==> config.mk <==
export PLATFORM = sky130hd
export DESIGN_NAME = conv_window_sequencer
export DESIGN_NICKNAME = d
export VERILOG_FILES = /design/src/rtl/conv_window_sequencer.sv
export SDC_FILE = /design/constraint.sdc
export NUM_CORES = 1
export LEC_CHECK = 0
export CORE_UTILIZATION = 45
export CTS_BUF_LIST = sky130_fd_sc_hd__clkbuf_2
export DETAILED_ROUTE_END_ITERATION = 8
export PLACE_DENSITY = 0.69
export SLEW_MARGIN = 30
export SYNTH_ARGS = -nofsm -noshare
export SYNTH_HDL_FRONTEND = slang
export SYNTH_SLANG_ARGS = --single-unit
==> constraint.sdc <==
create_clock -name clk -period 7.09 [get_ports clk]
set_input_delay 0.709 -clock clk [delete_from_list [all_inputs] [get_ports clk]]
set_output_delay 0.709 -clock clk [all_outputs]
set_load 0.03 [all_outputs]
==> src/rtl/conv_window_sequencer.sv <==
// rtl/conv_window_sequencer.sv - walks the pointer array over an output feature map, one K*K read batch per window
module conv_window_sequencer #(
    parameter int N_UNITS = 16,
    parameter int ADDR_W  = 32
) (
    input  logic               clk,
    input  logic               rst,
    input  logic               cfg_start,
    input  logic               cfg_abort,
    input  logic [ADDR_W-1:0]  cfg_base_addr,
    input  logic [7:0]         cfg_kernel_size,
    input  logic [ADDR_W-1:0]  cfg_col_step,
    input  logic [ADDR_W-1:0]  cfg_row_step,
    input  logic [15:0]        cfg_out_cols,
    input  logic [15:0]        cfg_out_rows,
    input  logic [N_UNITS-1:0] cfg_active_units,
    output logic               ptr_load,
    output logic [ADDR_W-1:0]  ptr_start_addr,
    output logic [N_UNITS-1:0] ptr_active_units,
    output logic               ptr_step,
    output logic               rd_valid,
    input  logic               rd_ready,
    output logic [15:0]        tap_idx,
    output logic [15:0]        win_col,
    output logic [15:0]        win_row,
    output logic               window_last,
    output logic               busy,
    output logic               done,
    output logic               err_cfg
);

    typedef enum logic [2:0] {
        S_IDLE  = 3'd0,
        S_LOAD  = 3'd1,
        S_ISSUE = 3'd2,
        S_NEXT  = 3'd3,
        S_DONE  = 3'd4
    } state_t;

    state_t state, state_nxt;

    logic [ADDR_W-1:0]  cur_addr, row_addr, col_step_q, row_step_q;
    logic [15:0]        kk_q, cols_q, rows_q, tap_q, col_q, row_q;
    logic [N_UNITS-1:0] mask_q;
    logic               err_q;

    logic cfg_bad, handshake, last_tap, last_col, last_row, leaving_run;

    assign cfg_bad   = (cfg_kernel_size == 8'd0) || (cfg_out_cols == 16'd0) ||
                       (cfg_out_rows == 16'd0) || (cfg_active_units == '0);
    assign handshake = (state == S_ISSUE) && rd_ready;
    assign last_tap  = (tap_q == kk_q - 16'd1);
    assign last_col  = (col_q == cols_q - 16'd1);
    assign last_row  = (row_q == rows_q - 16'd1);
    // Any return to IDLE (normal finish or abort) wipes the run context.
    assign leaving_run = (state != S_IDLE) && (state_nxt == S_IDLE);

    always_ff @(posedge clk) begin
        if (rst) begin
            state <= S_IDLE;
        end else begin
            state <= state_nxt;
        end
    end

    always_comb begin
        state_nxt = state;
        case (state)
            S_IDLE:  if (cfg_start && !cfg_bad) state_nxt = S_LOAD;
            S_LOAD:  state_nxt = S_ISSUE;
            S_ISSUE: if (handshake && last_tap) state_nxt = S_NEXT;
            S_NEXT:  state_nxt = (last_col && last_row) ? S_DONE : S_LOAD;
            S_DONE:  state_nxt = S_IDLE;
            default: state_nxt = S_IDLE;
        endcase
        if (state != S_IDLE && cfg_abort) state_nxt = S_IDLE;
    end

    always_comb begin
        ptr_load         = (state == S_LOAD);
        rd_valid         = (state == S_ISSUE);
        ptr_step         = rd_valid && rd_ready;
        window_last      = rd_valid && rd_ready && last_tap;
        busy             = (state != S_IDLE);
        done             = (state == S_DONE);
        err_cfg          = err_q;
        ptr_start_addr   = cur_addr;
        ptr_active_units = mask_q;
        tap_idx          = tap_q;
        win_col          = col_q;
        win_row          = row_q;
    end

    always_ff @(posedge clk) begin
        if (rst) begin
            cur_addr   <= '0;
            row_addr   <= '0;
            col_step_q <= '0;
            row_step_q <= '0;
            kk_q       <= '0;
            cols_q     <= '0;
            rows_q     <= '0;
            tap_q      <= '0;
            col_q      <= '0;
            row_q      <= '0;
            mask_q     <= '0;
            err_q      <= 1'b0;
        end else begin
            err_q <= 1'b0;
            if (leaving_run) begin
                cur_addr   <= '0;
                row_addr   <= '0;
                col_step_q <= '0;
                row_step_q <= '0;
                kk_q       <= '0;
                cols_q     <= '0;
                rows_q     <= '0;
                tap_q      <= '0;
                col_q      <= '0;
                row_q      <= '0;
                mask_q     <= '0;
            end else begin
                case (state)
                    S_IDLE: begin
                        if (cfg_start && cfg_bad) begin
                            err_q <= 1'b1;
                        end else if (cfg_start) begin
                            cur_addr   <= cfg_base_addr;
                            row_addr   <= cfg_base_addr;
                            col_step_q <= cfg_col_step;
                            row_step_q <= cfg_row_step;
                            kk_q       <= {8'd0, cfg_kernel_size} * {8'd0, cfg_kernel_size};
                            cols_q     <= cfg_out_cols;
                            rows_q     <= cfg_out_rows;
                            mask_q     <= cfg_active_units;
                            tap_q      <= '0;
                            col_q      <= '0;
                            row_q      <= '0;
                        end
                    end
                    S_ISSUE: begin
                        if (rd_ready) tap_q <= last_tap ? 16'd0 : tap_q + 16'd1;
                    end
                    S_NEXT: begin
                        // Final window keeps its coordinates; DONE follows.
                        if (!(last_col && last_row)) begin
                            if (last_col) begin
                                col_q    <= '0;
                                row_q    <= row_q + 16'd1;
                                row_addr <= row_addr + row_step_q;
                                cur_addr <= row_addr + row_step_q;
                            end else begin
                                col_q    <= col_q + 16'd1;
                                cur_addr <= cur_addr + col_step_q;
                            end
                        end
                    end
                    default: ;
                endcase
            end
        end
    end

endmodule

# Word-level counts from Yosys, hierarchy flattened
# Cells that the tools add are included.
[classes]
n_reduce_logical = 26
eq_ne = 12
add_sub_neg = 8
muxes = 25
n_bitwise = 2
multipliers = 1
[op_table]
columns = ["cell", "n"]
rows = [
  ["$mux 32", 6],
  ["$mux 16", 8],
  ["$pmux 32 s2", 2],
  ["$pmux 16 s2", 3],
  ["$add 32x32->32", 2],
  ["$add 16x1->16 const B", 3],
  ["$eq 16x16->1", 3],
  ["$logic_not 16->1", 3],
  ["$sub 16x1->16 const B", 3],
  ["$mul 8x8->16", 1],
  ["$mux 3", 4],
  ["$pmux 3 s4", 1],
  ["$logic_not 8->1", 1],
  ["$ne 2x2->1 const B", 4],
  ["$reduce_and 4->1", 2],
  ["$logic_and 1x1->1", 7],
  ["$eq 3x2->1 const B", 2],
  ["$logic_not 3->1", 2],
  ["$reduce_and 5->1", 1],
  ["$reduce_bool 2->1", 2],
  ["$eq 3x1->1 const B", 1],
  ["$eq 3x3->1 const B", 1],
  ["$logic_or 1x1->1", 3],
  ["$reduce_and 3->1", 1],
  ["7 further kinds", 8],
]
[totals]
out_inout_bits = 103
inputBits = 157
ff_bits = 244
elab_cells = 87

# Longest topological paths before layout
# Gate-level depths: netlist of run 1.
[logic_depth]
depth_word = 12
mapped_depth = 19
mapped_depth_nobuf = 18

# Worst setup path after synthesis of run 1
# OpenSTA, ideal clock, no wires.
[synth_timing]
path_type = "input port to flip-flop"
from = "in cfg_kernel_size[1]"
to = "reg kk_q[15]"
path_slack_ns = 2.554
t_arrival_ns = 4.465
cell_stages = 19
setup_time_ns = 0.070
cell_sequence = "buf_1 and2_1 fa_1 inv_1 fa_1 inv_1 ha_1 fa_1 ha_1 a21o_1 a21o_1 a21o_1 a21o_1 a21oi_1 o21ai_0 o21ba_2 xnor2_1 nand2_1 a21oi_1"
[synth_via]
elab_chain_cells = 12
[synth_lines]
columns = ["item", "line_no", "text"]
rows = [
  ["from (decl)", "11", "input logic [7:0] cfg_kernel_size,"],
  ["branches (longest 12 deep; another with $mul 8x8->16)", "n/a", ""],
  ["to (signal assigned)", "132", "kk_q <= {8'd0, cfg_kernel_size} * {8'd0, cfg_kernel_size};"],
  ["to (decl)", "43", "logic [15:0] kk_q, cols_q, rows_q, tap_q, col_q, row_q;"],
]
# Parallel ways; which one is timed is not known.
# A chain may end at the register's enable or synchronous reset.

# Worst setup path in the final report of run 1
[layout_timing]
from = "reg kk_q[3]"
to = "out window_last"
[layout_via]
elab_chain_cells = 3
[layout_lines]
columns = ["item", "line_no", "text"]
rows = [
  ["$sub 16x1->16", "52", "assign last_tap = (tap_q == kk_q - 16'd1);"],
  ["$eq 16x16->1", "52", ""],
  ["$logic_and 1x1->1", "83", "window_last = rd_valid && rd_ready && last_tap;"],
  ["to (decl)", "26", "output logic window_last,"],
]
# Every way passes these cells.

==> results.toml, run 1 <==
[timing]
post-route-worst-setup-slack_ns = 2.24
finalMaxSlewViolations = 0
worst_clock_skew_ns = 0.0564
setup-tns-final_ns = 0
rsz0062_at_grt = "false"
worst-slew-pin-transition_ns = 0.889
finalHoldViolCount = 0
max_clock_freq_mhz = 206
setup-violations-final = 0
min_period_over_period = 0.684
slew-limit-headroom = 0.408
finalCriticalPeriod_ns = 4.85

[route]
detail_route.drc_violations = 0
detail_route.first_pass.iterations = 6
vias_per_cell = 5.55
wire_per_inst_um = 17.3
initialDrtViolationCount = 1163
routed_wire_length_mm = 48.1
number_of_vias_in_the_routed_layout = 15400
drtAntennaViolNets = 0

[worst_hold_path]
holdPathStages = 3
min_delay_worst_endpoint = "col_step_q[29]"
holdCritStartpoint = "cfg_col_step[29]"
min-delay-path-class = "in -> reg"

[final_layout]
synthToLayoutAreaGrowth_pct = 22.4
final_layout_size_suffix_gt1_frac = 0.0681
design_area_mm2 = 0.0193
final_core_util = 0.559
finalNonFillerCells = 2779
final_nets = 2551

[critical_path]
r2r_start = "rows_q[0]"
cp_cell_sequence = "nor3_1 > nand3b_1 > nor3_1 > nand3_1 > xnor2_1 > or4_1 > nor3_1 > nand4_1 > inv_1 > clkdlybuf4s50_1"
cp-end-kind = "primary output"
path_common_cell = "sky130_fd_sc_hd__nor3_1"
path_class = "reg -> out"
ff2ff_path_depth = 13
worst-endpoint-required_ns = 6.38
critical_path.slowest_cell = "sky130_fd_sc_hd__clkdlybuf4s50_1"
critical_path_s_largest_stage_delay_ns = 0.67
cpLargestDelayFamily = "simple AND/OR/NAND/NOR gates"
regToRegEndpoint = "ptr_start_addr[20]"
setup.worst_path.start_class = "register"
cp.arrival_ns = 4.14
crit_fanout = 4
path_buf_inv = 2
reg2reg_slack_ns = 3.04

[logic_synthesis]
ys_seq_area_frac = 0.308
synth_top_cell_area_share = 0.308
yosys-top-cells-area = "sky130_fd_sc_hd__dfxtp_1, sky130_fd_sc_hd__nand2_1, sky130_fd_sc_hd__ha_1"
synthCells = 2030
synth-edff-count = 0
synthesis.area_per_instance_um2 = 7.77
yosys_warnings = 0
synthFlopType = "sky130_fd_sc_hd__dfxtp_1"
synth-seq-cells = 243
mappedNetlistArea_mm2 = 0.0158
synthDominantAreaCellType = "sky130_fd_sc_hd__dfxtp_1"
synth-async-reset-ratio = 0
syn-num-nets = 2312
yosysUniqueCellTypes = 73

[cts]
post-cts-setup-buffers = 0
clock_path_buffers = 3
clk-insertion-delay-late_ns = 0.88
clkTransAtPathRegs_ns = 0.11
cts.hold.buffers_added = 0
numCtsBuffers = 69
cts_root_buf = "sky130_fd_sc_hd__clkbuf_2"
cts.sinks = 243
clock_tree_from_tritoncts = "built"
cts_repair_resize_count = 0
cts-htree-levels = 3

[floorplan]
fp.dieW_um = 189
num_io_pins = 260
design.core.area_mm2 = 0.0345
rows = 68
dieHeight_um = 189
die-area_mm2 = 0.0358
floorplan.initialDensity = 0.457

[place]
dp_slack_ns = 1.69
place_area_mm2 = 0.0187
buffer_ports.inserted = 259
gp_congestion = 0.924
dp_cells = 2652
hpwl_mm = 35.4

[global_routing]
initial_antenna_violation_count = 4
grt_start_max_net_pins = 80
grt_usage = 0.262
first_pass_grt_wire_length_mm = 75.3
overflow = 0
grt_pass1_vias = 14200

[power_and_ir_drop]
p_leak_uw = 0.00797
p_per_area_mw_per_mm2 = 209
vdd_drop_max_mv = 0.0898

[outcome]
status = "finished, final reports clean"

[flow_run]
cap_viol_max_count = 0
## power by group
group / internal (uW) / switching, uW
logic: 600 / 798
registers: 1480 / 115
clock network: 419 / 636
## through the flow
step	power [uW]	hold WS (ns)
5_1_grt	4320	0.346
2_1_floorplan	2590	0.440
3_5_place_dp	3000	0.448
3_3_place_gp	2960	0.441
4_1_cts	4070	0.320
6_report	4040	0.374
## worst max path at each step
stage	start	to	slack, ns	cells after the start
5_1_grt	kk_q[3]	window_last	1.91	10
2_1_floorplan	cfg_kernel_size[1]	kk_q[15]	2.55	19
3_5_place_dp	cfg_kernel_size[2]	kk_q[15]	1.69	18
6_report	kk_q[3]	window_last	2.24	10
4_1_cts	kk_q[3]	window_last	2.17	10
3_3_place_gp	cfg_kernel_size[2]	kk_q[15]	1.72	18
## state kept, by name, summed over array words and instances, names as in the netlist, 15 cells and up
register          cells
col_step_q           32
ptr_start_addr       32
row_addr             32
row_step_q           32
cols_q               16
ptr_active_units     16
rows_q               16
tap_idx              16
win_col              16
win_row              16
kk_q                 15
## synthesized netlist by cell type, types with 17 or more instances
library cell and n:
sky130_fd_sc_hd__nand3_1 46, sky130_fd_sc_hd__dfxtp_1 243, sky130_fd_sc_hd__ha_1 98, sky130_fd_sc_hd__fa_1 27, sky130_fd_sc_hd__a211oi_1 19, sky130_fd_sc_hd__o21a_1 21
sky130_fd_sc_hd__xnor2_1 88, sky130_fd_sc_hd__nor3_1 26, sky130_fd_sc_hd__xor2_1 74, sky130_fd_sc_hd__clkbuf_1 77, sky130_fd_sc_hd__a21oi_1 208, sky130_fd_sc_hd__and2_1 32
sky130_fd_sc_hd__nand2_1 387, sky130_fd_sc_hd__mux2i_1 22, sky130_fd_sc_hd__nand2b_1 17, sky130_fd_sc_hd__inv_1 67, sky130_fd_sc_hd__and3_1 24, sky130_fd_sc_hd__a21o_1 32
sky130_fd_sc_hd__o21ai_0 87, sky130_fd_sc_hd__nor2_1 156, sky130_fd_sc_hd__nand4_1 34, sky130_fd_sc_hd__nor4_1 20, sky130_fd_sc_hd__a31oi_1 20
## per-layer routing
| metal | vias to the layer above | track usage | share of wire |
|---|---|---|---|
| met3 | 76 | 0.0434 | 0.069 |
| met2 | 498 | 0.398 | 0.43 |
| met5 | - | 0 | 0 |
| met1 | 7222 | 0.375 | 0.48 |
| met4 | 0 | 0.0868 | 0.023 |
| li1 | 7619 | - | - |
## placed cells by master, fill, tap and decap left out, types with 17 or more instances in the layout
cell / synthesis / routed
sky130_fd_sc_hd__a211oi_1: 19 / 18
sky130_fd_sc_hd__a21o_1: 32 / 32
sky130_fd_sc_hd__a21oi_1: 208 / 208
sky130_fd_sc_hd__a31oi_1: 20 / 20
sky130_fd_sc_hd__and2_1: 32 / 32
sky130_fd_sc_hd__and3_1: 24 / 24
sky130_fd_sc_hd__clkbuf_2: 0 / 102
sky130_fd_sc_hd__clkdlybuf4s50_1: 0 / 259
sky130_fd_sc_hd__dfxtp_1: 243 / 243
sky130_fd_sc_hd__fa_1: 27 / 27
sky130_fd_sc_hd__ha_1: 98 / 98
sky130_fd_sc_hd__inv_1: 67 / 67
sky130_fd_sc_hd__mux2i_1: 22 / 22
sky130_fd_sc_hd__nand2_1: 387 / 387
sky130_fd_sc_hd__nand2b_1: 17 / 17
sky130_fd_sc_hd__nand3_1: 46 / 45
sky130_fd_sc_hd__nand4_1: 34 / 34
sky130_fd_sc_hd__nor2_1: 156 / 154
sky130_fd_sc_hd__nor3_1: 26 / 25
sky130_fd_sc_hd__nor4_1: 20 / 20
sky130_fd_sc_hd__o21a_1: 21 / 21
sky130_fd_sc_hd__o21ai_0: 87 / 87
sky130_fd_sc_hd__xnor2_1: 88 / 88
sky130_fd_sc_hd__xor2_1: 74 / 74
## worst reg2reg max path, cell delays in order, from the launching register on
cell                       delay (ns)
sky130_fd_sc_hd__dfxtp_1         0.38
sky130_fd_sc_hd__inv_1           0.08
sky130_fd_sc_hd__ha_1            0.21
sky130_fd_sc_hd__or4b_1          0.58
sky130_fd_sc_hd__or4_1           0.54
sky130_fd_sc_hd__o311ai_1        0.08
sky130_fd_sc_hd__o22ai_1         0.15
sky130_fd_sc_hd__nor4_2          0.55
sky130_fd_sc_hd__and2_1          0.28
sky130_fd_sc_hd__o21ai_4         0.14
sky130_fd_sc_hd__buf_4           0.38
sky130_fd_sc_hd__nand2_1         0.26
sky130_fd_sc_hd__a211oi_1        0.08
sky130_fd_sc_hd__a31o_2          0.23
## cell type report
cell class	instances	area, um2
clock inverters	19	104
well taps	455	569
multi-input cells	1616	10300
clock buffers	102	510
repair buffers	272	2730
flip-flops and latches	243	4860
fillers	3421	15200
diodes	5	12.5
inverters	67	251
## logic make-up (layout without fill, tap and decap cells)
kind of cell             count (synthesis)  in the layout  synth area share
AND/OR/NAND/NOR                        809            809             0.235
AO/OA/AOI/OAI                          495            495             0.195
flip-flops                             243            243             0.308
buffers and inverters                  171            460            0.0438
XOR/XNOR                               163            163            0.0914
adder cells (fa/ha/maj)                125            125             0.112
multiplexers                            24             24            0.0154
other                                    0              5                 0
(Power assumes the default switching activity.)
==> inputs of run 2 (changes only) <==
==> constraint.sdc (replaced) <==
create_clock -name clk -period 4.9 [get_ports clk]
set_input_delay 0.49 -clock clk [delete_from_list [all_inputs] [get_ports clk]]
set_output_delay 0.49 -clock clk [all_outputs]
set_load 0.03 [all_outputs]
==> results.toml, run 2 (same netlist as run 1, synthesis figures left out) <==
[outcome]
status = "finished, final reports clean"

[route]
initialDrtViolationCount = 1045
sum_of_routed_wire_segments_on_met1_mm = 22.6
met3RoutedLength_mm = 3.50
detail_route.drc_violations = 0
wl_met2_mm = 21.0
top_layer_reached_by_signal_wires = "met4"
vias_per_cell = 5.57
detail_route.first_pass.iterations = 5
wire_per_inst_um = 17.3
routed_wire_length_mm = 48.2
number_of_vias_in_the_routed_layout = 15500
drtAntennaViolNets = 0

[timing]
max_clock_freq_mhz = 220
finalCriticalPeriod_ns = 4.54
setup-violations-final = 0
finalHoldViolCount = 0
rsz0062_at_grt = "false"
worst_clock_skew_ns = 0.0997
post-route-worst-setup-slack_ns = 0.355
min_period_over_period = 0.928
slew-limit-headroom = 0.366
finalMaxSlewViolations = 0
worst-slew-pin-transition_ns = 0.950
setup-tns-final_ns = 0

[critical_path]
critical_path_s_largest_stage_delay_ns = 0.67
cp-end-kind = "primary output"
worst-endpoint-required_ns = 4.41
path_buf_inv = 2
setup.worst_path.start_class = "register"
path_class = "reg -> out"
path_common_cell = "sky130_fd_sc_hd__nor3_1"
cp.arrival_ns = 4.05
cp_cell_sequence = "nor3_2 > nand3b_1 > nor3_1 > nand3_1 > xnor2_1 > or4_1 > nor3_1 > nand4_1 > inv_1 > clkdlybuf4s50_1"
critical_path.slowest_cell = "sky130_fd_sc_hd__clkdlybuf4s50_1"
cpLargestDelayFamily = "simple AND/OR/NAND/NOR gates"
crit_fanout = 4

[floorplan]
num_io_pins = 260
design.core.area_mm2 = 0.0345
dieHeight_um = 189
floorplan.initialDensity = 0.457
fp.dieW_um = 189
die-area_mm2 = 0.0358
rows = 68

[cts]
numCtsBuffers = 67
clock_path_buffers = 3
cts_repair_resize_count = 0
clkTransAtPathRegs_ns = 0.10
clock_tree_from_tritoncts = "built"
cts.hold.buffers_added = 0
post-cts-setup-buffers = 0
cts.sinks = 243
cts-htree-levels = 3
cts_root_buf = "sky130_fd_sc_hd__clkbuf_2"
clk-insertion-delay-late_ns = 0.90

[power_and_ir_drop]
p_int_uw = 3740
p_per_area_mw_per_mm2 = 306
combPwrFrac = 0.348
total_power_uw = 5950
switching_share = 0.372
share_clk_of_total_power = 0.265
netSwitchingPower_uw = 2220
sequentialPowerShare = 0.387
p_leak_uw = 0.00804
vdd_drop_max_mv = 0.145

[global_routing]
grt_start_max_net_pins = 128
grt_usage = 0.266
overflow = 0
first_pass_grt_wire_length_mm = 76.5
grt_pass1_vias = 14600
initial_antenna_violation_count = 5

[final_layout]
final_nets = 2572
final_layout_size_suffix_gt1_frac = 0.0722
finalNonFillerCells = 2786
layout.cells.most_common = "sky130_fd_sc_hd__nand2_1"
final_core_util = 0.564
mostFrequentLayoutCells = "sky130_fd_sc_hd__nand2_1, sky130_fd_sc_hd__clkdlybuf4s50_1, sky130_fd_sc_hd__dfxtp_1"
synthToLayoutAreaGrowth_pct = 23.5

[place]
dp_slack_ns = -0.0498
dp_cells = 2676
buffer_ports.inserted = 259
gp_congestion = 0.940
hpwl_mm = 35.8

[flow_run]
cap_viol_max_count = 0

[worst_hold_path]
min-delay-path-class = "in -> reg"
run 2: cell types whose count changed in the layout (fill, tap and decap cells not counted), sizes merged:
cell	before	now
inv	70	67
bufinv	1	4
clkinvlp	0	1
clkbuf	102	88
buf	13	36
clkinv	15	12
run 2: layer usage:
layer,track usage,vias to the layer above
met2,0.409,548
met5,0,-
li1,-,7639
met4,0.0893,0
met3,0.0449,87
met1,0.375,7237
run 2: tightest hold or removal path, cell delays in order:
cell	delay, ns
sky130_fd_sc_hd__clkdlybuf4s50_1	0.40
sky130_fd_sc_hd__nand2_1	0.06
sky130_fd_sc_hd__a21oi_1	0.05
run 2: area by class of cell:
cell class                      count  area [um2]
Sequential cell                   243        4860
Tap cell                          455         569
Timing Repair Buffer              295        2890
Clock inverter                     17         181
Inverter                           67         251
Clock buffer                       88         440
Multi-Input combinational cell   1616       10300
Antenna cell                        5        12.5
Fill cell                        3308       15100
run 2: power by group through the flow:
| stage | combinational, uW | sequential, uW | clock [uW] |
|---|---|---|---|
| floorplan | 1380 | 2360 | 0 |
| global placement | 2010 | 2340 | 0 |
| detailed placement | 2050 | 2340 | 0 |
| CTS | 2070 | 2300 | 1620 |
| global route | 2300 | 2320 | 1730 |
| finish | 2070 | 2300 | 1580 |
run 2: through the flow:
stage                     area (um2)  hold WS [ns]
after floorplan                15800         0.440
after global placement         18800         0.442
after detailed placement       18800         0.449
after CTS                      19500        0.0598
after global routing           19500        0.0713
final                          19500         0.136
run 2: path summary, 6_finish.rpt:
| path | from | endpoint | slack [ns] | cells after the start |
|---|---|---|---|---|
| worst max register to register | cols_q[0] | ptr_start_addr[28] | 1.05 | 13 |
| worst min-delay path | cfg_row_step[9] | row_step_q[9] | 0.14 | 3 |
| worst min register to register | ptr_active_units[4] | ptr_active_units[4] | 0.46 | 2 |
| worst max-delay path | kk_q[3] | window_last | 0.36 | 10 |
==> inputs of run 3 (changes only) <==
--- a/config.mk
+++ b/config.mk
@@ -8,7 +8,9 @@
 export CORE_UTILIZATION = 45
 export CTS_BUF_LIST = sky130_fd_sc_hd__clkbuf_2
 export DETAILED_ROUTE_END_ITERATION = 8
+export MAX_ROUTING_LAYER = met4
 export PLACE_DENSITY = 0.69
+export SETUP_SLACK_MARGIN = 0.1
 export SLEW_MARGIN = 30
 export SYNTH_ARGS = -nofsm -noshare
 export SYNTH_HDL_FRONTEND = slang
==> results.toml, run 3 (same netlist as run 1, synthesis figures left out) <==
[critical_path]
setup.worst_path.start_class = "register"
cp-end-kind = "primary output"
path_class = "reg -> out"
path_buf_inv = 2
cp_cell_sequence = "nor3_2 > nand3b_1 > nor3_2 > nand3_1 > xnor2_1 > or4_1 > nor3_1 > nand4_1 > inv_1 > dlymetal6s2s_1"
cpLargestDelayFamily = "simple AND/OR/NAND/NOR gates"
critical_path_s_largest_stage_delay_ns = 0.51
critical_path.slowest_cell = "sky130_fd_sc_hd__or4_1"
path_common_cell = "sky130_fd_sc_hd__nor3_2"
cp.arrival_ns = 3.72
worst-endpoint-required_ns = 4.41
crit_fanout = 4

[global_routing]
grt_start_max_net_pins = 128
first_pass_grt_wire_length_mm = 76.1
initial_antenna_violation_count = 2
grt_pass1_vias = 14300
grt_usage = 0.274
overflow = 0

[route]
routed_wire_length_mm = 48.5
drtAntennaViolNets = 0
vias_per_cell = 5.54
number_of_vias_in_the_routed_layout = 15500
detail_route.drc_violations = 0
wire_per_inst_um = 17.4
initialDrtViolationCount = 1086
detail_route.first_pass.iterations = 5

[place]
buffer_ports.inserted = 259
hpwl_mm = 35.9
gp_congestion = 0.941

[final_layout]
final.fill_count = 3334
final_nets = 2573
layout.cells.most_common = "sky130_fd_sc_hd__nand2_1"
synthToLayoutAreaGrowth_pct = 23.0
mostFrequentLayoutCells = "sky130_fd_sc_hd__nand2_1, sky130_fd_sc_hd__clkdlybuf4s50_1, sky130_fd_sc_hd__dfxtp_1"
final_core_util = 0.562
final_layout_size_suffix_gt1_frac = 0.0732

[floorplan]
dieHeight_um = 189
floorplan.initialDensity = 0.457
die-area_mm2 = 0.0358
design.core.area_mm2 = 0.0345
fp.dieW_um = 189
num_io_pins = 260
rows = 68

[cts]
numCtsBuffers = 68
clock_tree_from_tritoncts = "built"
clock_path_buffers = 3
cts.sinks = 243
cts-htree-levels = 3
cts.hold.buffers_added = 0
cts_root_buf = "sky130_fd_sc_hd__clkbuf_2"
clk-insertion-delay-late_ns = 0.93
clkTransAtPathRegs_ns = 0.11

[timing]
worst_clock_skew_ns = 0.0864
slew-limit-headroom = 0.385
finalMaxSlewViolations = 0
worst-slew-pin-transition_ns = 0.919
fin_hold_ws_ns = 0.111
setup-violations-final = 0
min_period_over_period = 0.859
finalHoldViolCount = 0
rsz0062_at_grt = "false"
max_clock_freq_mhz = 237
finalCriticalPeriod_ns = 4.21

[worst_hold_path]
min-delay-path-class = "in -> reg"

[outcome]
status = "finished, final reports clean"

[power_and_ir_drop]
share_clk_of_total_power = 0.244
p_int_uw = 3570
combPwrFrac = 0.359
netSwitchingPower_uw = 2240
vdd_drop_max_mv = 0.139
p_per_area_mw_per_mm2 = 299
switching_share = 0.386
sequentialPowerShare = 0.397
p_leak_uw = 0.00804

[flow_run]
cap_viol_max_count = 0
==> run 3: area by class of cell <==
class,count,area [um2],share of cell area
inverters,67,251,0.0130
well taps,455,569,0.0293
repair buffers,295,2880,0.148
clock buffers,97,485,0.0250
multi-input cells,1616,10300,0.530
flip-flops and latches,243,4860,0.251
clock inverters,17,66.3,0.00342
diodes,2,5.00,0.000258
==> run 3: routing by layer <==
| metal | track usage | share of wire | up-vias |
|---|---|---|---|
| met4 | 0.0980 | 0.026 | 0 |
| met2 | 0.404 | 0.43 | 521 |
| li1 | - | - | 7647 |
| met3 | 0.0430 | 0.067 | 77 |
| met5 | - | 0 | - |
| met1 | 0.377 | 0.48 | 7213 |
==> run 3: tightest hold or removal path: stages <==
cell and delay (ns):
sky130_fd_sc_hd__clkdlybuf4s50_1 0.40, sky130_fd_sc_hd__nand2_1 0.06, sky130_fd_sc_hd__a21oi_1 0.05
==> run 3: worst paths after layout <==
| kind | startpoint | endpoint | slack (ns) | depth (start not counted) |
|---|---|---|---|---|
| hold reg to reg | ptr_active_units[3] | ptr_active_units[3] | 0.46 | 2 |
| hold / removal | cfg_col_step[30] | col_step_q[30] | 0.11 | 3 |
| setup reg to reg | cols_q[0] | ptr_start_addr[28] | 1.00 | 13 |
| setup / recovery | kk_q[3] | window_last | 0.69 | 10 |
==> run 3: timing repair <==
action	4_1_cts	5_1_grt
setup buffers	0	0
gates resized for setup	1	2
setup endpoints to repair	1	1
==> run 3: power by group through the flow <==
stage | Clock, uW | Combinational [uW] | Sequential, uW
after CTS | 1480 | 2080 | 2300
after detailed placement | 0 | 2060 | 2340
after global routing | 1570 | 2320 | 2320
final | 1420 | 2080 | 2310
after floorplan | 0 | 1380 | 2360
after global placement | 0 | 2010 | 2340
==> run 3: through the flow <==
stage               setup WS, ns  TNS (ns)  power, uW  area [um2]  instances
finish                     0.688         0       5810       19400       2792
global route               0.419         0       6200       19400       2792
CTS                        0.134         0       5850       19400       2790
detailed placement       -0.0705   -0.0798       4400       18800       2676
global placement          0.0169         0       4350       18800       2676
floorplan                  0.583         0       3740       15800       2030
